==> config.mk <==
export PLATFORM = sky130hd
export DESIGN_NAME = clk_ratio_monitor_flat
export DESIGN_NICKNAME = d
export VERILOG_FILES = /design/src/rtl/clk_ratio_pkg.sv /design/src/rtl/clk_ratio_monitor_if.sv /design/src/rtl/edge_detect_sync.sv /design/src/rtl/clk_ratio_monitor.sv /design/src/flat_wrapper.sv
export SDC_FILE = /design/constraint.sdc
export NUM_CORES = 1
export LEC_CHECK = 0
export CORE_ASPECT_RATIO = 1.25
export CORE_UTILIZATION = 49
export CTS_BUF_LIST = sky130_fd_sc_hd__clkbuf_16
export CTS_CLUSTER_SIZE = 20
export DETAILED_ROUTE_END_ITERATION = 10
export GPL_ROUTABILITY_DRIVEN = 0
export PLACE_DENSITY_LB_ADDON = 0.2
export SYNTH_ARGS = -nofsm -noshare
export SYNTH_HDL_FRONTEND = slang
export SYNTH_SLANG_ARGS = --single-unit
==> constraint.sdc <==
create_clock -name clk -period 1.93 [get_ports clk]
set_input_delay 0.386 -clock clk [delete_from_list [all_inputs] [get_ports clk]]
set_output_delay 0.386 -clock clk [all_outputs]
set_load 0.01 [all_outputs]
==> src/rtl/clk_ratio_pkg.sv <==
// Shared types and sizes for the divided-clock ratio monitor.
// Holds the monitor state encoding, counter widths and the legal divide-ratio list.
package clk_ratio_pkg;

   typedef enum logic [1:0] {
      ST_IDLE,
      ST_ACQUIRE,
      ST_TRACK,
      ST_LOCKED
   } state_t;

   localparam int RATIO_W  = 6;
   localparam int PERIOD_W = 7;
   localparam int ERRCNT_W = 8;
   localparam int GOOD_W   = 8;

   // Only power-of-two ratios from 2 to 32 can be checked.
   function automatic logic isLegalRatio(input logic [RATIO_W-1:0] ratio);
      case (ratio)
         6'd2, 6'd4, 6'd8, 6'd16, 6'd32: return 1'b1;
         default:                        return 1'b0;
      endcase
   endfunction

endpackage

==> src/rtl/clk_ratio_monitor_if.sv <==
// Signal bundle between a driver of the divided clock and the ratio monitor.
// The master side drives the monitored clock and configuration; the slave side reports status.
interface clk_ratio_monitor_if;
   import clk_ratio_pkg::*;

   logic                enable;
   logic                div_in;
   logic [RATIO_W-1:0]  cfg_ratio;
   logic                locked;
   logic                err;
   logic [ERRCNT_W-1:0] err_count;
   logic                cfg_err;
   logic [PERIOD_W-1:0] measured_period;

   modport master (
      output enable, div_in, cfg_ratio,
      input  locked, err, err_count, cfg_err, measured_period
   );

   modport slave (
      input  enable, div_in, cfg_ratio,
      output locked, err, err_count, cfg_err, measured_period
   );

endinterface

==> src/rtl/edge_detect_sync.sv <==
// Two-flop stage for the divided clock with single-cycle rise and fall strobes.
// o_level is the first-stage value, which is what the high-time counter follows.
module edge_detect_sync (
   input  logic clk,
   input  logic rst,
   input  logic i_div,
   output logic o_level,
   output logic o_rise,
   output logic o_fall
);

   logic r_divQ;
   logic r_divQQ;

   // Edges are judged between the two stages so both strobes are glitch-free.
   always_ff @(posedge clk) begin
      if (rst) begin
         r_divQ  <= 1'b0;
         r_divQQ <= 1'b0;
      end else begin
         r_divQ  <= i_div;
         r_divQQ <= r_divQ;
      end
   end

   assign o_level = r_divQ;
   assign o_rise  = r_divQ & ~r_divQQ;
   assign o_fall  = ~r_divQ & r_divQQ;

endmodule

==> src/rtl/clk_ratio_monitor.sv <==
// Checks that a synchronously generated divided clock has the configured period and 50% duty.
// Reports lock after LOCK_CYCLES good periods, pulses err per fault and counts faults.
module clk_ratio_monitor
   import clk_ratio_pkg::*;
#(
   parameter int MAX_PERIOD  = 64,
   parameter int LOCK_CYCLES = 4
) (
   input  logic              clk,
   input  logic              rst,
   clk_ratio_monitor_if.slave bus
);

   localparam logic [PERIOD_W-1:0] MaxPeriod  = PERIOD_W'(MAX_PERIOD);
   localparam logic [GOOD_W-1:0]   LockCycles = GOOD_W'(LOCK_CYCLES);

   logic w_divQ;
   logic w_rise;
   logic w_fall;

   logic [PERIOD_W-1:0] r_periodCnt;
   logic [PERIOD_W-1:0] r_highCnt;
   state_t              r_state;
   logic [RATIO_W-1:0]  r_shadow;
   logic [GOOD_W-1:0]   r_goodCnt;
   logic [ERRCNT_W-1:0] r_errCount;
   logic [PERIOD_W-1:0] r_measured;
   logic                r_locked;
   logic                r_err;
   logic                r_cfgErr;

   logic w_checking;
   logic w_periodOk;
   logic w_highOk;
   logic w_timeout;
   logic w_fault;
   logic w_cfgLegal;

   edge_detect_sync u_sync (
      .clk     (clk),
      .rst     (rst),
      .i_div   (bus.div_in),
      .o_level (w_divQ),
      .o_rise  (w_rise),
      .o_fall  (w_fall)
   );

   // Counters run in every state so a measurement is already valid when tracking starts.
   always_ff @(posedge clk) begin
      if (rst) begin
         r_periodCnt <= '0;
         r_highCnt   <= '0;
      end else begin
         if (w_rise)
            r_periodCnt <= PERIOD_W'(1);
         else if (r_periodCnt != MaxPeriod)
            r_periodCnt <= r_periodCnt + PERIOD_W'(1);

         if (w_rise)
            r_highCnt <= PERIOD_W'(1);
         else if (w_divQ && (r_highCnt != '1))
            r_highCnt <= r_highCnt + PERIOD_W'(1);
      end
   end

   assign w_checking = (r_state == ST_TRACK) || (r_state == ST_LOCKED);
   assign w_periodOk = (r_periodCnt == {1'b0, r_shadow});
   assign w_highOk   = (r_highCnt == {2'b00, r_shadow[RATIO_W-1:1]});
   assign w_timeout  = w_checking && !w_rise && (r_periodCnt == MaxPeriod);
   assign w_fault    = w_timeout
                     || (w_checking && w_rise && !w_periodOk)
                     || (w_checking && w_fall && !w_highOk);
   assign w_cfgLegal = isLegalRatio(bus.cfg_ratio);

   // A timeout means the clock has gone away, so tracking restarts from acquisition.
   always_ff @(posedge clk) begin
      if (rst) begin
         r_state    <= ST_IDLE;
         r_shadow   <= '0;
         r_goodCnt  <= '0;
         r_errCount <= '0;
         r_measured <= '0;
         r_locked   <= 1'b0;
         r_err      <= 1'b0;
         r_cfgErr   <= 1'b0;
      end else begin
         r_err    <= 1'b0;
         r_cfgErr <= 1'b0;
         if (!bus.enable) begin
            r_state  <= ST_IDLE;
            r_locked <= 1'b0;
         end else begin
            case (r_state)
               ST_IDLE: begin
                  if (w_cfgLegal) begin
                     r_state  <= ST_ACQUIRE;
                     r_shadow <= bus.cfg_ratio;
                  end else begin
                     r_cfgErr <= 1'b1;
                  end
               end
               ST_ACQUIRE: begin
                  if (w_rise) begin
                     r_state   <= ST_TRACK;
                     r_goodCnt <= '0;
                  end
               end
               ST_TRACK, ST_LOCKED: begin
                  if (w_rise)
                     r_measured <= r_periodCnt;
                  if (w_fault) begin
                     r_err     <= 1'b1;
                     r_goodCnt <= '0;
                     r_locked  <= 1'b0;
                     r_state   <= w_timeout ? ST_ACQUIRE : ST_TRACK;
                     if (r_errCount != '1)
                        r_errCount <= r_errCount + ERRCNT_W'(1);
                  end else if (w_rise) begin
                     if (r_goodCnt < LockCycles)
                        r_goodCnt <= r_goodCnt + GOOD_W'(1);
                     if (r_goodCnt >= LockCycles - GOOD_W'(1)) begin
                        r_state  <= ST_LOCKED;
                        r_locked <= 1'b1;
                     end
                  end
               end
               default: r_state <= ST_IDLE;
            endcase
         end
      end
   end

   assign bus.locked          = r_locked;
   assign bus.err             = r_err;
   assign bus.err_count       = r_errCount;
   assign bus.cfg_err         = r_cfgErr;
   assign bus.measured_period = r_measured;

endmodule

==> src/flat_wrapper.sv <==
// flat-port wrapper written by rule: the top's interface ports become plain ports
module clk_ratio_monitor_flat import clk_ratio_pkg::*;
#(
   parameter int MAX_PERIOD  = 64,
   parameter int LOCK_CYCLES = 4
)
  (clk, rst, bus_enable, bus_div_in, bus_cfg_ratio, bus_locked, bus_err, bus_err_count, bus_cfg_err, bus_measured_period);
  clk_ratio_monitor_if bus_i ();
  input  logic clk;
  input  logic rst;
  input wire logic [$bits(bus_i.enable)-1:0] bus_enable;
  input wire logic [$bits(bus_i.div_in)-1:0] bus_div_in;
  input wire logic [$bits(bus_i.cfg_ratio)-1:0] bus_cfg_ratio;
  output wire logic [$bits(bus_i.locked)-1:0] bus_locked;
  output wire logic [$bits(bus_i.err)-1:0] bus_err;
  output wire logic [$bits(bus_i.err_count)-1:0] bus_err_count;
  output wire logic [$bits(bus_i.cfg_err)-1:0] bus_cfg_err;
  output wire logic [$bits(bus_i.measured_period)-1:0] bus_measured_period;
  assign bus_i.enable = bus_enable;
  assign bus_i.div_in = bus_div_in;
  assign bus_i.cfg_ratio = bus_cfg_ratio;
  assign bus_locked = bus_i.locked;
  assign bus_err = bus_i.err;
  assign bus_err_count = bus_i.err_count;
  assign bus_cfg_err = bus_i.cfg_err;
  assign bus_measured_period = bus_i.measured_period;
  clk_ratio_monitor #(.MAX_PERIOD(MAX_PERIOD), .LOCK_CYCLES(LOCK_CYCLES)) u_core (.clk(clk), .rst(rst), .bus(bus_i));
endmodule
* After elaboration in Yosys (flattened, before gate mapping)
Cells that the tools add are included.
** Operators by class
- Eq/ne operators :: 19
- Reduce and logical (&&, ||, !) cells :: 31
- Order comparisons :: 2
- Bitwise gates (word level) :: 7
- Muxes and demuxes :: 22
- $add $sub $neg :: 4
** Operator list (count)
- two-way mux 8 bit :: 4
- adder 8 x 1 -> 8 bit, second input constant :: 2
- one-hot mux 8 bit (2 select lines) :: 1
- adder 7 x 1 -> 7 bit, second input constant :: 2
- != test 7 bit, second input constant :: 2
- two-way mux 2 bit :: 6
- two-way mux 1 bit :: 10
- nonzero test 2 bit :: 5
- != test 3 x 1 -> 1 bit, second input constant :: 3
- AND reduction 3 bit :: 3
- greater-or-equal comparator 8 x 2 -> 1 bit, second input constant :: 1
- < comparator 8 x 3 -> 1 bit, second input constant :: 1
- != test 8 bit, second input constant :: 1
- AND reduction 4 bit :: 2
- equality test 7 x 5 -> 1 bit :: 1
- equality test 7 x 6 -> 1 bit :: 1
- equality test 7 bit, second input constant :: 1
- logical AND 1 bit :: 7
- equality test 6 x 2 -> 1 bit, second input constant :: 1
- equality test 6 x 3 -> 1 bit, second input constant :: 1
- equality test 6 x 4 -> 1 bit, second input constant :: 1
- equality test 6 x 5 -> 1 bit, second input constant :: 1
- equality test 6 bit, second input constant :: 1
- one-hot mux 2 bit (3 select lines) :: 1
- other kinds (12) :: 26
** Word-level totals
- Output and inout bits :: 18
- Register bits :: 50

* Longest topological paths before layout
Gate-level depths: netlist (run 1).
- Depth after elaboration :: 9
- Mapped depth :: 9

* Modules after synthesis
Synthesis (run 1) repeated with hierarchy kept, for this count alone.
** Second synthesis, totals
- Cells, all modules :: 264
- Area total of the unflattened synthesis :: 2319.7 sq um
** Modules (own cells, without submodules)
- clk_ratio_monitor :: instances 1, area each 2254.7 sq um, cells an instance 258, seq. area each 960.9 sq um
- edge_detect_sync :: instances 1, area each 65.1 sq um, cells an instance 6, seq. area each 40.0 sq um

* Worst setup path before layout (run 1)
No wires, ideal clock.
- Path kind :: reg2reg
- Start :: reg u_core.r_periodCnt[0]
- End :: reg u_core.r_errCount[1], in the netlist u_core.bus.err_count[1]
- Stages on the path, launching flop included :: 10
- Arrival :: 1.754 ns
- Path buffers :: 2
- Period minus slack after synthesis :: 1.881 ns
- Setup time :: 0.128 ns
- Slack :: 0.049 ns
- Cell sequence :: dfxtp_1 -> inv_1 -> ha_1 -> and3_1 -> buf_6 -> and2_4 -> o31ai_4 -> buf_6 -> mux2i_1 -> nor2_1
** Between the ends
- Longest elaborated chain between the ends :: 6
- Elaborated cells between the ends (all ways) :: 8
- Classes of those cells :: eq/ne: 2; reduce/logical: 6
** RTL lines
- start, declared :: RTL line clk_ratio_monitor.sv:21 : logic [PERIOD_W-1:0] r_periodCnt;
- start signal, assigned :: RTL line clk_ratio_monitor.sv:57 : r_periodCnt <= r_periodCnt + PERIOD_W'(1);
- equality test 7 x 6 -> 1 bit :: RTL line clk_ratio_monitor.sv:67 : assign w_periodOk = (r_periodCnt == {1'b0, r_shadow});
- zero test 1 bit :: RTL line clk_ratio_monitor.sv:71 : || (w_checking && w_rise && !w_periodOk)
- logical AND 1 bit :: RTL line clk_ratio_monitor.sv:71
- logical OR 1 bit * :: RTL line clk_ratio_monitor.sv:71
- logical OR 1 bit * :: RTL line clk_ratio_monitor.sv:72 : || (w_checking && w_fall && !w_highOk);
- AND reduction 4 bit (no line) *
- end signal, assigned :: RTL line clk_ratio_monitor.sv:117 : r_errCount <= r_errCount + ERRCNT_W'(1);
- end, declared :: RTL line clk_ratio_monitor.sv:26 : logic [ERRCNT_W-1:0] r_errCount;
Mark *: on every way between the ends. The rest lies on a longest branch, timed or not.
A chain may end at the register's enable or synchronous reset.

* Final worst setup path (run 1)
- Start :: reg u_core.r_shadow[1]
- End :: reg u_core.r_errCount[5], in the netlist u_core.bus.err_count[5]
** Between the ends
- Longest elaborated chain between the ends :: 6
- Elaborated cells between the ends (all ways) :: 9
- Classes of those cells :: eq/ne: 2; reduce/logical: 7
** RTL lines
- start, declared :: RTL line clk_ratio_monitor.sv:24 : logic [RATIO_W-1:0] r_shadow;
- start signal, assigned :: RTL line clk_ratio_monitor.sv:97 : r_shadow <= bus.cfg_ratio;
- equality test 7 x 6 -> 1 bit :: RTL line clk_ratio_monitor.sv:67
- zero test 1 bit :: RTL line clk_ratio_monitor.sv:71
- logical AND 1 bit :: RTL line clk_ratio_monitor.sv:71
- logical OR 1 bit :: RTL line clk_ratio_monitor.sv:71
- logical OR 1 bit * :: RTL line clk_ratio_monitor.sv:72
- AND reduction 4 bit (no line) *
Marks and branches as above.

==> summary.md, run 1 <==
| Metric | Value |
|---|---|
| GR Overflow Total | `0` |
| Post-DRT Antenna Nets | `0` |
| Clk slew on worst S/H paths | `0.06 ns` |
| Pwr per Cell Area | `695 nW/um^2` |
| Hold slack | `0.436 ns` |
| Unrepaired setup endpoints after global routing | `true` |
| Req. time, crit path | `2.15 ns` |
| Antenna violations before repair | `0` |
| Placeable Area | `4460 um^2` |
| Final worst setup slack | `0.00270 ns` |
| Final hold violations | `0` |
| Worst hold path endpoint | `u_core.r_goodCnt[7]$_SDFFE_PP0P_` |
| Max-cap viol count | `0` |
| Most frequent cells in the layout | `dfxtp_1, buf_4, nor2_1` |
| Synth Register Bits | `50` |
| Most common cell after layout, fill and taps aside | `dfxtp_1` |
| H-tree lvl count | `2` |
| # setup viols final | `0` |
| Register area share after synthesis | `0.436` |
| Hold Path Class | `register to register` |
| Worst path bufs/invs | `2` |
| Hold depth | `2` |
| CP endpoint kind | `register` |
| DR iter-0 viols | `115` |
| Setup tns final | `0 ns` |
| DP HPWL | `3680 um` |
| Die area | `4960 um^2` |
| Global-route wire length before repair | `8440 um` |
| Worst path cell trace | `xor2_1 -> nor4_1 -> buf_4 -> a21oi_2 -> o31ai_4 -> buf_6 -> or3_2 -> a21oi_1` |
| Top-area cell type share of the netlist area | `0.436` |
| Syn nets | `279` |
| FF-to-FF Start | `u_core.r_shadow[1]$_SDFFE_PP0P_` |
| Util after Layout | `0.714` |
| CP Max Fanout | `11` |
| Fill cells | `352` |
| Mean Syn Cell Area | `8.69 um^2` |
| Io pins | `28` |
| Synthesized area | `roughly 2300 um^2` |
| Crit path kind | `register to register` |
| Drt first pass iters | `5` |
| Area Growth Syn to Fin | `38.8%` |
| Worst rel slew slack | `0.795` |
| CP startpoint kind | `register` |
| LEAKAGE | `1.28 nW` |
| CTS Buf Count | `5` |
| Multi-input gate area | `1290 um^2` |
| Count of cell types in the netlist | `39` |
| Sequential Area | `1010 um^2` |
| Vias | `2079` |
| Yosys warns | `0` |
| Hold_buf cts | `0` |
| Routed WL per cell | `13.0 um` |
| DRC violations left | `0` |
| Max stage delay on crit path | `0.44 ns` |
| Area leader, netlist | `dfxtp_1` |
| Slowest cell on crit path | `or3_2` |
| Hold path start | `u_core.r_goodCnt[7]$_SDFFE_PP0P_` |
| Layout cells sized above 1 | `0.243` |
| Row Count | `27` |
| Number of diodes | `0` |
| Clock Tree Buf Depth | `2` |
| PortBufs | `27` |
| Clk_lat worst skew | `0.29 ns` |
| Crit path DAT | `2.15 ns` |
| Chip Width | `63.2 um` |
| CTS tree | `yes` |
| Root buf cell | `clkbuf_16` |
| Final min period | `1.93 ns` |
| Post-Synthesis Cells | `264` |
| Top post-synthesis cells by area | `dfxtp_1, xor2_1, nor2_1` |
| R2R cell count | `8` |
| Vias per inst | `roughly 5.3` |
| Final Routed Wirelength | `between 5000 and 6000 um` |
| Pre-CTS setup slack | `-0.292 ns` |
| CP delay by family, top | `simple AND/OR/NAND/NOR gates` |
| Status | `complete, no violations` |
| Overall power | `2.22 mW` |
| Final period util | `0.999` |
| Final #Nets | `347` |
| Die Y | `78.5 um` |
| Largest net degree at the start of global routing | `27` |
| Reg2Reg Setup Slack | `0.003 ns` |
| Max Clock Freq | `~0.52 GHz` |
| CTS Sinks | `50` |
| Number of global-route vias before repair | `1945` |
| Clock skew | `0.00239 ns` |
| Maximum VDD drop | `0.480 mV` |
| Worst R2R End | `u_core.bus.err_count[5]$_SDFFE_PP0P_` |
| Final Max Slew Viols | `0` |
| Starting density of the core | `0.515` |
| Slew of the pin with the lowest slew margin | `0.304 ns` |
| Overall global routing resource usage | `0.216` |
-- metrics by stage --
stage          area (um^2)  std cells
5_1_grt               3190        391
3_5_place_dp          2890        381
6_report              3190        391
2_1_floorplan         2290        264
3_3_place_gp          2890        381
4_1_cts               3100        390
-- sequential cells by signal (all words and copies together), names as in the netlist --
register                    flops
u_core.bus.err                  1
u_core.bus.err_count            8
u_core.u_sync.r_divQQ           1
u_core.r_highCnt                7
u_core.r_periodCnt              7
u_core.bus.measured_period      7
u_core.r_state                  2
u_core.u_sync.o_level           1
u_core.r_shadow                 6
u_core.bus.cfg_err              1
u_core.bus.locked               1
u_core.r_goodCnt                8
-- worst max-delay path by stage --
stage / startpoint / end / slack, ns / cells after the start
after floorplan: u_core.r_periodCnt[0]$_SDFFE_PP0P_ / u_core.bus.err_count[1]$_SDFFE_PP0P_ / 0.05 / 9
after global placement: bus_cfg_ratio[3] / u_core.r_shadow[4]$_SDFFE_PP0P_ / -0.14 / 8
after detailed placement: bus_cfg_ratio[3] / u_core.r_shadow[5]$_SDFFE_PP0P_ / -0.29 / 8
after CTS: u_core.r_periodCnt[2]$_SDFFE_PP0P_ / u_core.bus.err_count[6]$_SDFFE_PP0P_ / 0.02 / 7
after global routing: u_core.r_shadow[1]$_SDFFE_PP0P_ / u_core.bus.err_count[1]$_SDFFE_PP0P_ / -0.11 / 8
final: u_core.r_shadow[1]$_SDFFE_PP0P_ / u_core.bus.err_count[5]$_SDFFE_PP0P_ / 0.003 / 8
-- cells in the mapped netlist --
cell / instances
nor2b_1: 2
a21boi_0: 2
dfxtp_1: 50
a21o_1: 2
nor3_1: 3
o31ai_4: 1
nand3_1: 13
nor4_2: 1
xnor2_1: 3
and3_1: 4
a211oi_1: 1
mux2i_1: 9
nor3b_1: 2
nor4_1: 5
and2_1: 1
inv_1: 11
or3_2: 4
nor4b_1: 1
nand4_1: 3
nand2_1: 26
or2_2: 1
a31oi_1: 6
and2_4: 1
and3_2: 1
buf_6: 3
o211ai_1: 3
nor2_1: 30
a22oi_1: 1
o21ai_0: 14
clkbuf_1: 6
a21oi_1: 19
or3_1: 3
xor2_1: 20
or2b_1: 1
o21ba_2: 1
a31o_2: 2
and4_1: 1
nand3b_1: 2
ha_1: 5
-- worst min-delay path, cell delays in order (launching register included) --
cell	delay [ns]
dfxtp_1	0.31
inv_1	0.05
nor2_1	0.04
-- logic make-up (layout without fill, tap and decap cells) --
logic type | after synthesis | count (layout) | share of synthesized area
AO/OA/AOI/OAI | 52 | 52 | 0.139
flip-flops | 50 | 50 | 0.436
adder cells (fa/ha/maj) | 5 | 5 | 0.0273
XOR/XNOR | 23 | 23 | 0.0878
multiplexers | 9 | 9 | 0.0393
buffers and inverters | 20 | 89 | 0.0425
AND/OR/NAND/NOR | 105 | 105 | 0.228
-- metal layers --
metal,track usage,vias up,routed length (um)
met4,0.0909,0,93
met2,0.382,46,2620
li1,-,1052,-
met3,0.0494,12,200
met1,0.246,969,2160
met5,0,-,0
-- area by class of cell --
cell class              instances  share of cell area
flip-flops and latches         50               0.317
multi-input cells             194               0.406
well taps                      58              0.0228
repair buffers                 70               0.190
clock inverters                 3              0.0118
clock buffers                   5              0.0393
inverters                      11              0.0130
-- report_power, final --
part,leakage (nW),internal [mW],total (mW),switching (mW)
logic,0.788,0.0967,0.188,0.0916
registers,0.407,1.05,1.06,0.0147
clock network,0.0864,0.602,0.967,0.365
-- repair_timing --
item / 4_1_cts / 5_1_grt
setup endpoints to repair: 8 / 18
resized for setup: 10 / 24
buffers inserted: 1 / 1
hold endpoints to repair: 0 / 0
pin swaps: 4 / 10
No activity file was read; power rests on OpenSTA's default activity.
==> run 2, diff against run 1 <==
Settings changed: CAP_MARGIN set to 20, CELL_PAD_IN_SITES_DETAIL_PLACEMENT set to 1, CELL_PAD_IN_SITES_GLOBAL_PLACEMENT set to 1, CORE_UTILIZATION 49 to 37.
==> summary.md, run 2 (synthesized netlist as in run 1, its figures left out) <==
| Metric | Value |
|---|---|
| Final Routed Wirelength | `roughly 6400 um` |
| Clk slew on worst S/H paths | `0.07 ns` |
| Die Y | `~90 um` |
| DP HPWL | `4440 um` |
| Post-Layout Cell Count | `about 430` |
| Worst path cell trace | `xor2_1 -> nor4_1 -> a21oi_2 -> o31ai_4 -> buf_4 -> mux2i_1 -> nor2_1` |
| Final hold violations | `0` |
| Clk_lat worst skew | `between 0.2 and 0.3 ns` |
| R2R cell count | `7` |
| Vias per inst | `around 5.0` |
| Hold slack | `between 0.4 and 0.5 ns` |
| Worst path depth | `7` |
| CP endpoint kind | `register` |
| CP delay by family, top | `compound AO/OA/AOI/OAI gates` |
| PortBufs | `27` |
| Global-route wire length before repair | `about 10000 um` |
| Row Count | `31` |
| DRC violations left | `0` |
| Die area | `6520 um^2` |
| Routed WL per cell | `14.9 um` |
| CP Max Fanout | `7` |
| Pwr per Cell Area | `633 nW/um^2` |
| Met1 wire length | `2650 um` |
| LEAKAGE | `1.34 nW` |
| Clock skew | `0.00438 ns` |
| Hold depth | `2` |
| Most common cell after layout, fill and taps aside | `buf_4` |
| CTS tree | `yes` |
| Top Metal Used | `met4` |
| Metal3 WL | `approximately 100 um` |
| Worst hold path endpoint | `u_core.r_goodCnt[7]$_SDFFE_PP0P_` |
| Area Growth Syn to Fin | `46.2%` |
| Reg2Reg Setup Slack | `-0.23 ns` |
| Number of diodes | `0` |
| DP Cell Count | `416` |
| Crit path kind | `register to register` |
| Slowest cell on crit path | `nor4_1` |
| # setup viols final | `16` |
| Max Clock Freq | `~0.46 GHz` |
| Sequential Area | `1020 um^2` |
| Setup tns final | `-1.87 ns` |
| Largest net degree at the start of global routing | `27` |
| Unrepaired setup endpoints after global routing | `true` |
| Post-DRT Antenna Nets | `0` |
| Req. time, crit path | `2.10 ns` |
| Vias | `2155` |
| CTS Buf Count | `5` |
| Number of global-route vias before repair | `2229` |
| Hold path start | `u_core.r_goodCnt[7]$_SDFFE_PP0P_` |
| Hold Path Class | `register to register` |
| Placeable Area | `a little under 6000 um^2` |
| Layout cells sized above 1 | `0.309` |
| Crit path DAT | `roughly 2.3 ns` |
| Worst rel slew slack | `0.639` |
| WL met2 | `3600 um` |
| H-tree lvl count | `2` |
| Final Max Slew Viols | `0` |
| Worst R2R End | `u_core.bus.err_count[1]$_SDFFE_PP0P_` |
| Maximum VDD drop | `between 0.4 and 0.5 mV` |
| Final period util | `1.12` |
| Fill cells | `703` |
| Failing checks | `negative setup slack` |
| GR Overflow Total | `0` |
| CP startpoint kind | `register` |
| Clock Tree Buf Depth | `2` |
| DR iter-0 viols | `62` |
| Most frequent cells in the layout | `buf_4, dfxtp_1, nor2_1` |
| Worst path bufs/invs | `1` |
| Final #Nets | `around 360` |
| Hold_buf cts | `0` |
| Status | `finished with violations` |
| Overall global routing resource usage | `0.197` |
| Crit path from | `u_core.r_shadow[5]$_SDFFE_PP0P_` |
| Root buf cell | `clkbuf_16` |
| Io pins | `28` |
| Antenna violations before repair | `0` |
| Max-cap viol count | `0` |
| Final min period | `2.16 ns` |
| Overall power | `~2.1 mW` |
| Util after Layout | `0.569` |
| Slew of the pin with the lowest slew margin | `0.536 ns` |
| Final worst setup slack | `-0.227 ns` |
| Drt first pass iters | `4` |
| CTS Sinks | `50` |
| Chip Width | `72.4 um` |
| Multi-input gate area | `1330 um^2` |
| Starting density of the core | `0.389` |
| FF-to-FF Start | `u_core.r_shadow[5]$_SDFFE_PP0P_` |
| Max stage delay on crit path | `0.51 ns` |
## run 2: changes by cell type in the layout (fill, tap and decap cells not counted), sizes merged
cell / before / now
clkinv: 0 / 2
buf: 43 / 59
inv: 13 / 11
dlygate4sd2: 0 / 1
dlymetal6s2s: 2 / 1
clkinvlp: 0 / 1
bufinv: 1 / 0
## run 2: cell type report
type                            count  share of cell area
Clock buffer                        5              0.0373
Clock inverter                      3             0.00485
Inverter                           11              0.0123
Multi-Input combinational cell    194               0.397
Sequential cell                    50               0.303
Tap cell                           82              0.0306
Timing Repair Buffer               86               0.215
## run 2: timing repair
action / in CTS / in global routing
setup buffers: 3 / 6
resized for setup: 16 / 31
endpoints found under the setup margin: 19 / 24
pin swaps: 5 / 19
## run 2: worst max path at each step
stage,slack [ns],end
finish,-0.23,u_core.bus.err_count[1]$_SDFFE_PP0P_
global route,-0.30,u_core.bus.err_count[1]$_SDFFE_PP0P_
CTS,-0.07,u_core.bus.err_count[5]$_SDFFE_PP0P_
detailed placement,-0.46,u_core.r_shadow[5]$_SDFFE_PP0P_
global placement,-0.43,u_core.r_shadow[5]$_SDFFE_PP0P_
floorplan,0.05,u_core.bus.err_count[1]$_SDFFE_PP0P_
## run 2: worst register-to-register path, cell delays in order (launching register included)
cell and delay (ns):
dfxtp_2 0.33, xor2_1 0.15, nor4_1 0.51, a21oi_2 0.22, o31ai_4 0.43, buf_4 0.19, mux2i_1 0.17, nor2_1 0.05
## run 2: metal layers
layer,vias to the layer above,track usage
li1,1078,-
met1,1046,0.222
met2,24,0.366
met3,7,0.0314
met4,0,0.0654
met5,-,0
## run 2: power breakdown
group          switching [mW]  leakage, nW  total (mW)  internal [mW]
Sequential             0.0135        0.409        1.06           1.05
Combinational           0.107        0.865       0.211          0.105
Clock                   0.380       0.0672       0.853          0.474
## run 2: through the flow
stage,worst slack (ns),area [um^2]
2_1_floorplan,0.0488,2290
3_3_place_gp,-0.428,3000
3_5_place_dp,-0.456,3000
4_1_cts,-0.0729,3230
5_1_grt,-0.297,3350
6_report,-0.227,3350
